`config.mk`:
```
export PLATFORM = sky130hd
export DESIGN_NAME = iot_riscv_busarb_flat
export DESIGN_NICKNAME = d
export VERILOG_FILES = /design/src/rtl/iot_riscv_busarb_if.sv /design/src/rtl/iot_riscv_busarb.sv /design/src/flat_wrapper.sv
export SDC_FILE = /design/constraint.sdc
export NUM_CORES = 1
export LEC_CHECK = 0
export CAP_MARGIN = 10
export CORE_AREA = 2 2 106 108
export DETAILED_ROUTE_END_ITERATION = 10
export DIE_AREA = 0 0 108 110
export PLACE_DENSITY = 0.65
export REMOVE_ABC_BUFFERS = 1
export SLEW_MARGIN = 20
export SYNTH_ARGS = -nofsm -noshare
export SYNTH_HDL_FRONTEND = slang
export SYNTH_SLANG_ARGS = --single-unit
```
`constraint.sdc`:
```
create_clock -name main_clk_i -period 2.9 [get_ports main_clk_i]
set_input_delay 0.58 -clock main_clk_i [delete_from_list [all_inputs] [get_ports main_clk_i]]
set_output_delay 0.58 -clock main_clk_i [all_outputs]
set_load 0.01 [all_outputs]
```
`src/rtl/iot_riscv_busarb_if.sv`:
```
// rtl/iot_riscv_busarb_if.sv - fetch, LSU and system-bus signal bundle for the bus arbiter
interface iot_riscv_busarb_if;
  logic        i_rd_i;
  logic [31:0] i_addr_i;
  logic        i_grant_o;
  logic        i_rdy_o;
  logic [31:0] i_rdata_o;

  logic        d_rd_i;
  logic        d_wr_i;
  logic [31:0] d_addr_i;
  logic [31:0] d_wdata_i;
  logic [1:0]  d_size_i;
  logic        d_grant_o;
  logic        d_rdy_o;
  logic [31:0] d_rdata_o;

  logic        bus_rd_o;
  logic        bus_wr_o;
  logic [31:0] bus_addr_o;
  logic [31:0] bus_wdata_o;
  logic [1:0]  bus_size_o;
  logic        bus_grant_i;
  logic        bus_rdy_i;
  logic [31:0] bus_rdata_i;

  modport slave (
    input  i_rd_i, i_addr_i,
    output i_grant_o, i_rdy_o, i_rdata_o,
    input  d_rd_i, d_wr_i, d_addr_i, d_wdata_i, d_size_i,
    output d_grant_o, d_rdy_o, d_rdata_o,
    output bus_rd_o, bus_wr_o, bus_addr_o, bus_wdata_o, bus_size_o,
    input  bus_grant_i, bus_rdy_i, bus_rdata_i
  );

  modport master (
    output i_rd_i, i_addr_i,
    input  i_grant_o, i_rdy_o, i_rdata_o,
    output d_rd_i, d_wr_i, d_addr_i, d_wdata_i, d_size_i,
    input  d_grant_o, d_rdy_o, d_rdata_o,
    input  bus_rd_o, bus_wr_o, bus_addr_o, bus_wdata_o, bus_size_o,
    output bus_grant_i, bus_rdy_i, bus_rdata_i
  );
endinterface

```
`src/rtl/iot_riscv_busarb.sv`:
```
// rtl/iot_riscv_busarb.sv - fetch/LSU arbiter for the single core memory bus
// Optional round-robin selection via IOT_RISCV_BUSARB_RR_EN (default: D over I).
module iot_riscv_busarb (
  input logic                  main_clk_i,
  input logic                  main_rst_an_i,
  iot_riscv_busarb_if.slave    bus_if
);

  typedef enum logic [1:0] {IDLE, OWN_I, OWN_D} owner_e;
  typedef enum logic [1:0] {REQ_NONE, REQ_I, REQ_D} req_e;

  owner_e owner_r, owner_nxt;
  req_e   lock_r, lock_nxt;
  req_e   prio, sel;
  logic   i_req, d_req, addr_ok, grant;

  assign i_req   = bus_if.i_rd_i;
  assign d_req   = bus_if.d_rd_i | bus_if.d_wr_i;
  // A completing data phase frees the bus for a new address phase in the same cycle.
  assign addr_ok = (owner_r == IDLE) | bus_if.bus_rdy_i;

`ifdef IOT_RISCV_BUSARB_RR_EN
  req_e last_r, last_nxt;

  always_comb begin
    prio = REQ_NONE;
    if (d_req && i_req) prio = (last_r == REQ_D) ? REQ_I : REQ_D;
    else if (d_req)     prio = REQ_D;
    else if (i_req)     prio = REQ_I;
  end

  always_comb begin
    last_nxt = last_r;
    if (grant) last_nxt = sel;
  end

  always_ff @(posedge main_clk_i or negedge main_rst_an_i) begin
    if (!main_rst_an_i) last_r <= REQ_I;
    else                last_r <= last_nxt;
  end
`else
  always_comb begin
    prio = REQ_NONE;
    if (d_req)      prio = REQ_D;
    else if (i_req) prio = REQ_I;
  end
`endif

  always_comb begin
    sel = REQ_NONE;
    if (addr_ok) begin
      if (lock_r == REQ_I && i_req)      sel = REQ_I;
      else if (lock_r == REQ_D && d_req) sel = REQ_D;
      else                               sel = prio;
    end
  end

  assign grant = (sel != REQ_NONE) & bus_if.bus_grant_i;

  always_ff @(posedge main_clk_i or negedge main_rst_an_i) begin
    if (!main_rst_an_i) begin
      owner_r <= IDLE;
      lock_r  <= REQ_NONE;
    end else begin
      owner_r <= owner_nxt;
      lock_r  <= lock_nxt;
    end
  end

  // An ungranted selection pins the requester; a dropped request falls back to NONE.
  always_comb begin
    owner_nxt = owner_r;
    lock_nxt  = grant ? REQ_NONE : sel;
    if (grant)                 owner_nxt = (sel == REQ_I) ? OWN_I : OWN_D;
    else if (bus_if.bus_rdy_i) owner_nxt = IDLE;
  end

  always_comb begin
    bus_if.bus_rd_o    = 1'b0;
    bus_if.bus_wr_o    = 1'b0;
    bus_if.bus_addr_o  = 32'h0;
    bus_if.bus_wdata_o = 32'h0;
    bus_if.bus_size_o  = 2'd0;
    case (sel)
      REQ_I: begin
        bus_if.bus_rd_o   = 1'b1;
        bus_if.bus_addr_o = bus_if.i_addr_i;
        bus_if.bus_size_o = 2'd2;
      end
      REQ_D: begin
        bus_if.bus_rd_o    = bus_if.d_rd_i;
        bus_if.bus_wr_o    = bus_if.d_wr_i;
        bus_if.bus_addr_o  = bus_if.d_addr_i;
        bus_if.bus_wdata_o = bus_if.d_wdata_i;
        bus_if.bus_size_o  = bus_if.d_size_i;
      end
      default: ;
    endcase
    bus_if.i_grant_o = (sel == REQ_I) & bus_if.bus_grant_i;
    bus_if.d_grant_o = (sel == REQ_D) & bus_if.bus_grant_i;
    bus_if.i_rdy_o   = bus_if.bus_rdy_i & (owner_r == OWN_I);
    bus_if.d_rdy_o   = bus_if.bus_rdy_i & (owner_r == OWN_D);
    bus_if.i_rdata_o = (owner_r == OWN_I) ? bus_if.bus_rdata_i : 32'h0;
    bus_if.d_rdata_o = (owner_r == OWN_D) ? bus_if.bus_rdata_i : 32'h0;
  end

  a_no_orphan_rdy: assert property (@(posedge main_clk_i) disable iff (!main_rst_an_i)
    !(bus_if.bus_rdy_i && owner_r == IDLE));

endmodule
```
`src/flat_wrapper.sv`:
```
// flat-port wrapper written by rule: the top's interface ports become plain ports
module iot_riscv_busarb_flat 
  (main_clk_i, main_rst_an_i, bus_if_i_rd_i, bus_if_i_addr_i, bus_if_i_grant_o, bus_if_i_rdy_o, bus_if_i_rdata_o, bus_if_d_rd_i, bus_if_d_wr_i, bus_if_d_addr_i, bus_if_d_wdata_i, bus_if_d_size_i, bus_if_d_grant_o, bus_if_d_rdy_o, bus_if_d_rdata_o, bus_if_bus_rd_o, bus_if_bus_wr_o, bus_if_bus_addr_o, bus_if_bus_wdata_o, bus_if_bus_size_o, bus_if_bus_grant_i, bus_if_bus_rdy_i, bus_if_bus_rdata_i);
  iot_riscv_busarb_if bus_if_i ();
  input logic main_clk_i;
  input logic main_rst_an_i;
  input wire logic [$bits(bus_if_i.i_rd_i)-1:0] bus_if_i_rd_i;
  input wire logic [$bits(bus_if_i.i_addr_i)-1:0] bus_if_i_addr_i;
  output wire logic [$bits(bus_if_i.i_grant_o)-1:0] bus_if_i_grant_o;
  output wire logic [$bits(bus_if_i.i_rdy_o)-1:0] bus_if_i_rdy_o;
  output wire logic [$bits(bus_if_i.i_rdata_o)-1:0] bus_if_i_rdata_o;
  input wire logic [$bits(bus_if_i.d_rd_i)-1:0] bus_if_d_rd_i;
  input wire logic [$bits(bus_if_i.d_wr_i)-1:0] bus_if_d_wr_i;
  input wire logic [$bits(bus_if_i.d_addr_i)-1:0] bus_if_d_addr_i;
  input wire logic [$bits(bus_if_i.d_wdata_i)-1:0] bus_if_d_wdata_i;
  input wire logic [$bits(bus_if_i.d_size_i)-1:0] bus_if_d_size_i;
  output wire logic [$bits(bus_if_i.d_grant_o)-1:0] bus_if_d_grant_o;
  output wire logic [$bits(bus_if_i.d_rdy_o)-1:0] bus_if_d_rdy_o;
  output wire logic [$bits(bus_if_i.d_rdata_o)-1:0] bus_if_d_rdata_o;
  output wire logic [$bits(bus_if_i.bus_rd_o)-1:0] bus_if_bus_rd_o;
  output wire logic [$bits(bus_if_i.bus_wr_o)-1:0] bus_if_bus_wr_o;
  output wire logic [$bits(bus_if_i.bus_addr_o)-1:0] bus_if_bus_addr_o;
  output wire logic [$bits(bus_if_i.bus_wdata_o)-1:0] bus_if_bus_wdata_o;
  output wire logic [$bits(bus_if_i.bus_size_o)-1:0] bus_if_bus_size_o;
  input wire logic [$bits(bus_if_i.bus_grant_i)-1:0] bus_if_bus_grant_i;
  input wire logic [$bits(bus_if_i.bus_rdy_i)-1:0] bus_if_bus_rdy_i;
  input wire logic [$bits(bus_if_i.bus_rdata_i)-1:0] bus_if_bus_rdata_i;
  assign bus_if_i.i_rd_i = bus_if_i_rd_i;
  assign bus_if_i.i_addr_i = bus_if_i_addr_i;
  assign bus_if_i_grant_o = bus_if_i.i_grant_o;
  assign bus_if_i_rdy_o = bus_if_i.i_rdy_o;
  assign bus_if_i_rdata_o = bus_if_i.i_rdata_o;
  assign bus_if_i.d_rd_i = bus_if_d_rd_i;
  assign bus_if_i.d_wr_i = bus_if_d_wr_i;
  assign bus_if_i.d_addr_i = bus_if_d_addr_i;
  assign bus_if_i.d_wdata_i = bus_if_d_wdata_i;
  assign bus_if_i.d_size_i = bus_if_d_size_i;
  assign bus_if_d_grant_o = bus_if_i.d_grant_o;
  assign bus_if_d_rdy_o = bus_if_i.d_rdy_o;
  assign bus_if_d_rdata_o = bus_if_i.d_rdata_o;
  assign bus_if_bus_rd_o = bus_if_i.bus_rd_o;
  assign bus_if_bus_wr_o = bus_if_i.bus_wr_o;
  assign bus_if_bus_addr_o = bus_if_i.bus_addr_o;
  assign bus_if_bus_wdata_o = bus_if_i.bus_wdata_o;
  assign bus_if_bus_size_o = bus_if_i.bus_size_o;
  assign bus_if_i.bus_grant_i = bus_if_bus_grant_i;
  assign bus_if_i.bus_rdy_i = bus_if_bus_rdy_i;
  assign bus_if_i.bus_rdata_i = bus_if_bus_rdata_i;
  iot_riscv_busarb u_core (.main_clk_i(main_clk_i), .main_rst_an_i(main_rst_an_i), .bus_if(bus_if_i));
endmodule
```
==> impl_metrics.csv <==
group,metric,value,unit
run_status,status,"complete, no violations",
global_route,grt_use_met3,3.469,%
cts,numCtsBuffers,3,
timing,finalCritPeriodShare,97.07,%
flow_run,maxCapViolCount,0,
global_route,use_met1,14.19,%
power,cellLeakagePower,1.832,nW
logic_synthesis,synth_area_per_cell,6.488,um2
finish,final-seq-area,100.1,um2
floorplanning,initial_core_util,13.10,%
setup_path,reg2reg_slack,990,ps
timing,slew-limit-headroom,70.47,%
cts,cts_tree,"done",
cts,cts_root_buf,"clkbuf_8",
timing,finalCriticalPeriod,2815,ps
logic_synthesis,synth_cell_types,24,
global_route,gr-usage-met2,28.39,%
setup_path,crit_path_end_kind,"primary output",
logic_synthesis,synth_async_sr_flop_share,100.0,%
setup_path,required,2320,ps
finish,utilization,40.15,%
finish,num-fill-cells,1109,
placement,dp_cells,619,
finish,diodes,0,
drt,drc,0,
finish,drive_above_1_share,23.09,%
global_route,busiest_layer,"met2",
global_route,grt_pass1_wl,13120,um
floorplanning,die_h,110,um
cts,htreeDepth,1,
power,power.density,233.0,nW/um2
drt,avgRoutedWirePerCell,15.01,um
logic_synthesis,yosysSeqAreaShare,7.143,%
setup_path,crit_path_max_fanout,17,
timing,finalHoldViolations,0,
logic_synthesis,syn_inst,216,
finish,nNetsFinal,627,
logic_synthesis,ys_warn_count,0,
floorplanning,rows,38,
setup_path,crit_family,"buffers and inverters",
floorplanning,die_w,108,um
cts,cts.sinks,4,
setup_path,cpPeakStageDelay,410,ps
logic_synthesis,synth_top_cell_by_area,"and2_1",
finish,multi_input_area,1353,um2
global_route,antenna_found_initial,0,
logic_synthesis,synth_area,1401,um2
timing,fmax,355.2,MHz
min_path,hp-class,"in -> async",
drt,wl,9382,um
floorplanning,num_io_pins,273,
logic_synthesis,synth_top_area_share,42.86,%
logic_synthesis,synth_edf_count,0,
cts,ctsHoldBuffers,0,
setup_path,path_cells,"clkdlybuf4s15_1 > o21ba_2 > or3_1 > ha_2 > clkbuf_16 > a22oi_1 > nor2_1 > buf_2",
drt,drtIter0Drc,79,
finish,fin_cells,625,
logic_synthesis,ys.flop_type,"dfrtp_1",
placement,io_buffers,272,
setup_path,worstPathArrival,2230,ps
logic_synthesis,ys_seq_elements,4,
finish,final_common_cell,"clkdlybuf4s50_1",
setup_path,slowest_stage,"or3_1",
placement,dp_hpwl,7704,um
timing,worstMarginPinSlew,443.0,ps
timing,rsz0062_at_grt,"no",
power,ir_drop,0.09101,mV
timing,maxSlewViolCount,0,
global_route,grt.total_usage,14.04,%
setup_path,critical_path_class,"in -> out",
global_route,overflow,0,
timing,skew,1.704,ps
drt,via_count,2597,
timing,setup_viol,0,
drt,firstDrtPassIters,4,
finish,design_area,4295,um2
global_route,grt_pass1_vias,2579,
setup_path,path_buf_inv,3,
global_route,grt_max_degree,35,
drt,via_per_inst,4.155,
logic_synthesis,yosys-top-cells-area,"and2_1, a22oi_1, nor2_1, dfrtp_1, clkbuf_1",
setup_path,startpoint_type,"input pin",
placement,dpl-instance-area,4335,um2
floorplanning,coreArea,10700,um2
cts,insertion_delay,220,ps
cts,cts_max_path_buffers,2,
floorplanning,design.die.area,11880,um2
drt,ant_nets,0,
finish,syn2layout_area_growth,206.5,%
finish,layout_common_cells,"clkdlybuf4s50_1, and2_1, nor2_1",
placement,place_congestion,0.7733,
timing,fin_tns_setup,0,ps
cts,path_clk_slew,30,ps
timing,fin_hold_ws,568.9,ps
layer usage:
| layer | share of wire (%) | wire [um] |
|---|---|---|
| met1 | 34 | 3187 |
| met2 | 54 | 5024 |
| met3 | 11 | 1027 |
| met4 | 1.5 | 142 |
| met5 | 0 | 0 |
state kept, by name (all words and copies together), names as in the netlist:
name            count
u_core.owner_r      2
u_core.lock_r       2
synthesized netlist by cell type (2+ instances only):
| library cell | instances |
|---|---|
| nor2_1 | 35 |
| ha_1 | 3 |
| clkbuf_1 | 13 |
| and2_1 | 96 |
| and2_2 | 6 |
| a21oi_1 | 3 |
| a22oi_1 | 32 |
| dfrtp_1 | 4 |
| buf_2 | 6 |
| nand2b_1 | 2 |
| and2b_2 | 2 |
| buf_4 | 2 |
logic make-up after synthesis:
group | synth area share (%)
simple gates | 61.52
compound gates | 20.45
buf+inv | 6.696
flops | 7.143
fa+ha+maj | 2.679
mux | 1.518
where the power goes:
| part | internal, mW | total (mW) | switching (mW) | leakage (nW) |
|---|---|---|---|---|
| Combinational | 0.479 | 0.821 | 0.342 | 1.76 |
| Clock | 0.0884 | 0.116 | 0.0277 | 0.0216 |
| Sequential | 0.0612 | 0.0642 | 0.00303 | 0.0518 |
| Total | 0.628 | 1.00 | 0.372 | 1.83 |
final timing paths:
check / start / to / cells after the start
worst max register to register: u_core.owner_r[1]$_DFFE_PN0P_ / u_core.owner_r[0]$_DFFE_PN0P_ / 7
worst min-delay path: main_rst_an_i / u_core.owner_r[0]$_DFFE_PN0P_ / 1
max in group asynchronous: main_rst_an_i / u_core.lock_r[1]$_DFF_PN0_ / 1
min in group main_clk_i: u_core.owner_r[1]$_DFFE_PN0P_ / u_core.owner_r[1]$_DFFE_PN0P_ / 2
worst min register to register: u_core.owner_r[1]$_DFFE_PN0P_ / u_core.owner_r[1]$_DFFE_PN0P_ / 2
worst max-delay path: bus_if_bus_rdy_i / bus_if_bus_addr_o[4] / 8
stage by stage:
step | power, mW | setup WS (ps)
final | 1.001 | 85.07
after global routing | 1.078 | 6.788
after CTS | 1.038 | 2.206
after detailed placement | 0.9302 | -617.2
after global placement | 0.9243 | -570.3
after floorplan | 0.3559 | -112.3
area by class of cell:
type | instances | area share, %
Tap cell | 140 | 4.078
Multi-Input combinational cell | 191 | 31.49
Timing Repair Buffer | 287 | 61.14
Sequential cell | 4 | 2.330
Clock buffer | 3 | 0.9613
what timing repair did:
action / in CTS / in global routing
pin swaps: 3 / 2
endpoints found under the setup margin: 70 / 53
gates cloned: 1 / 1
buffers inserted: 3 / 0
gates resized for setup: 227 / 26
(Power assumes the default switching activity.)
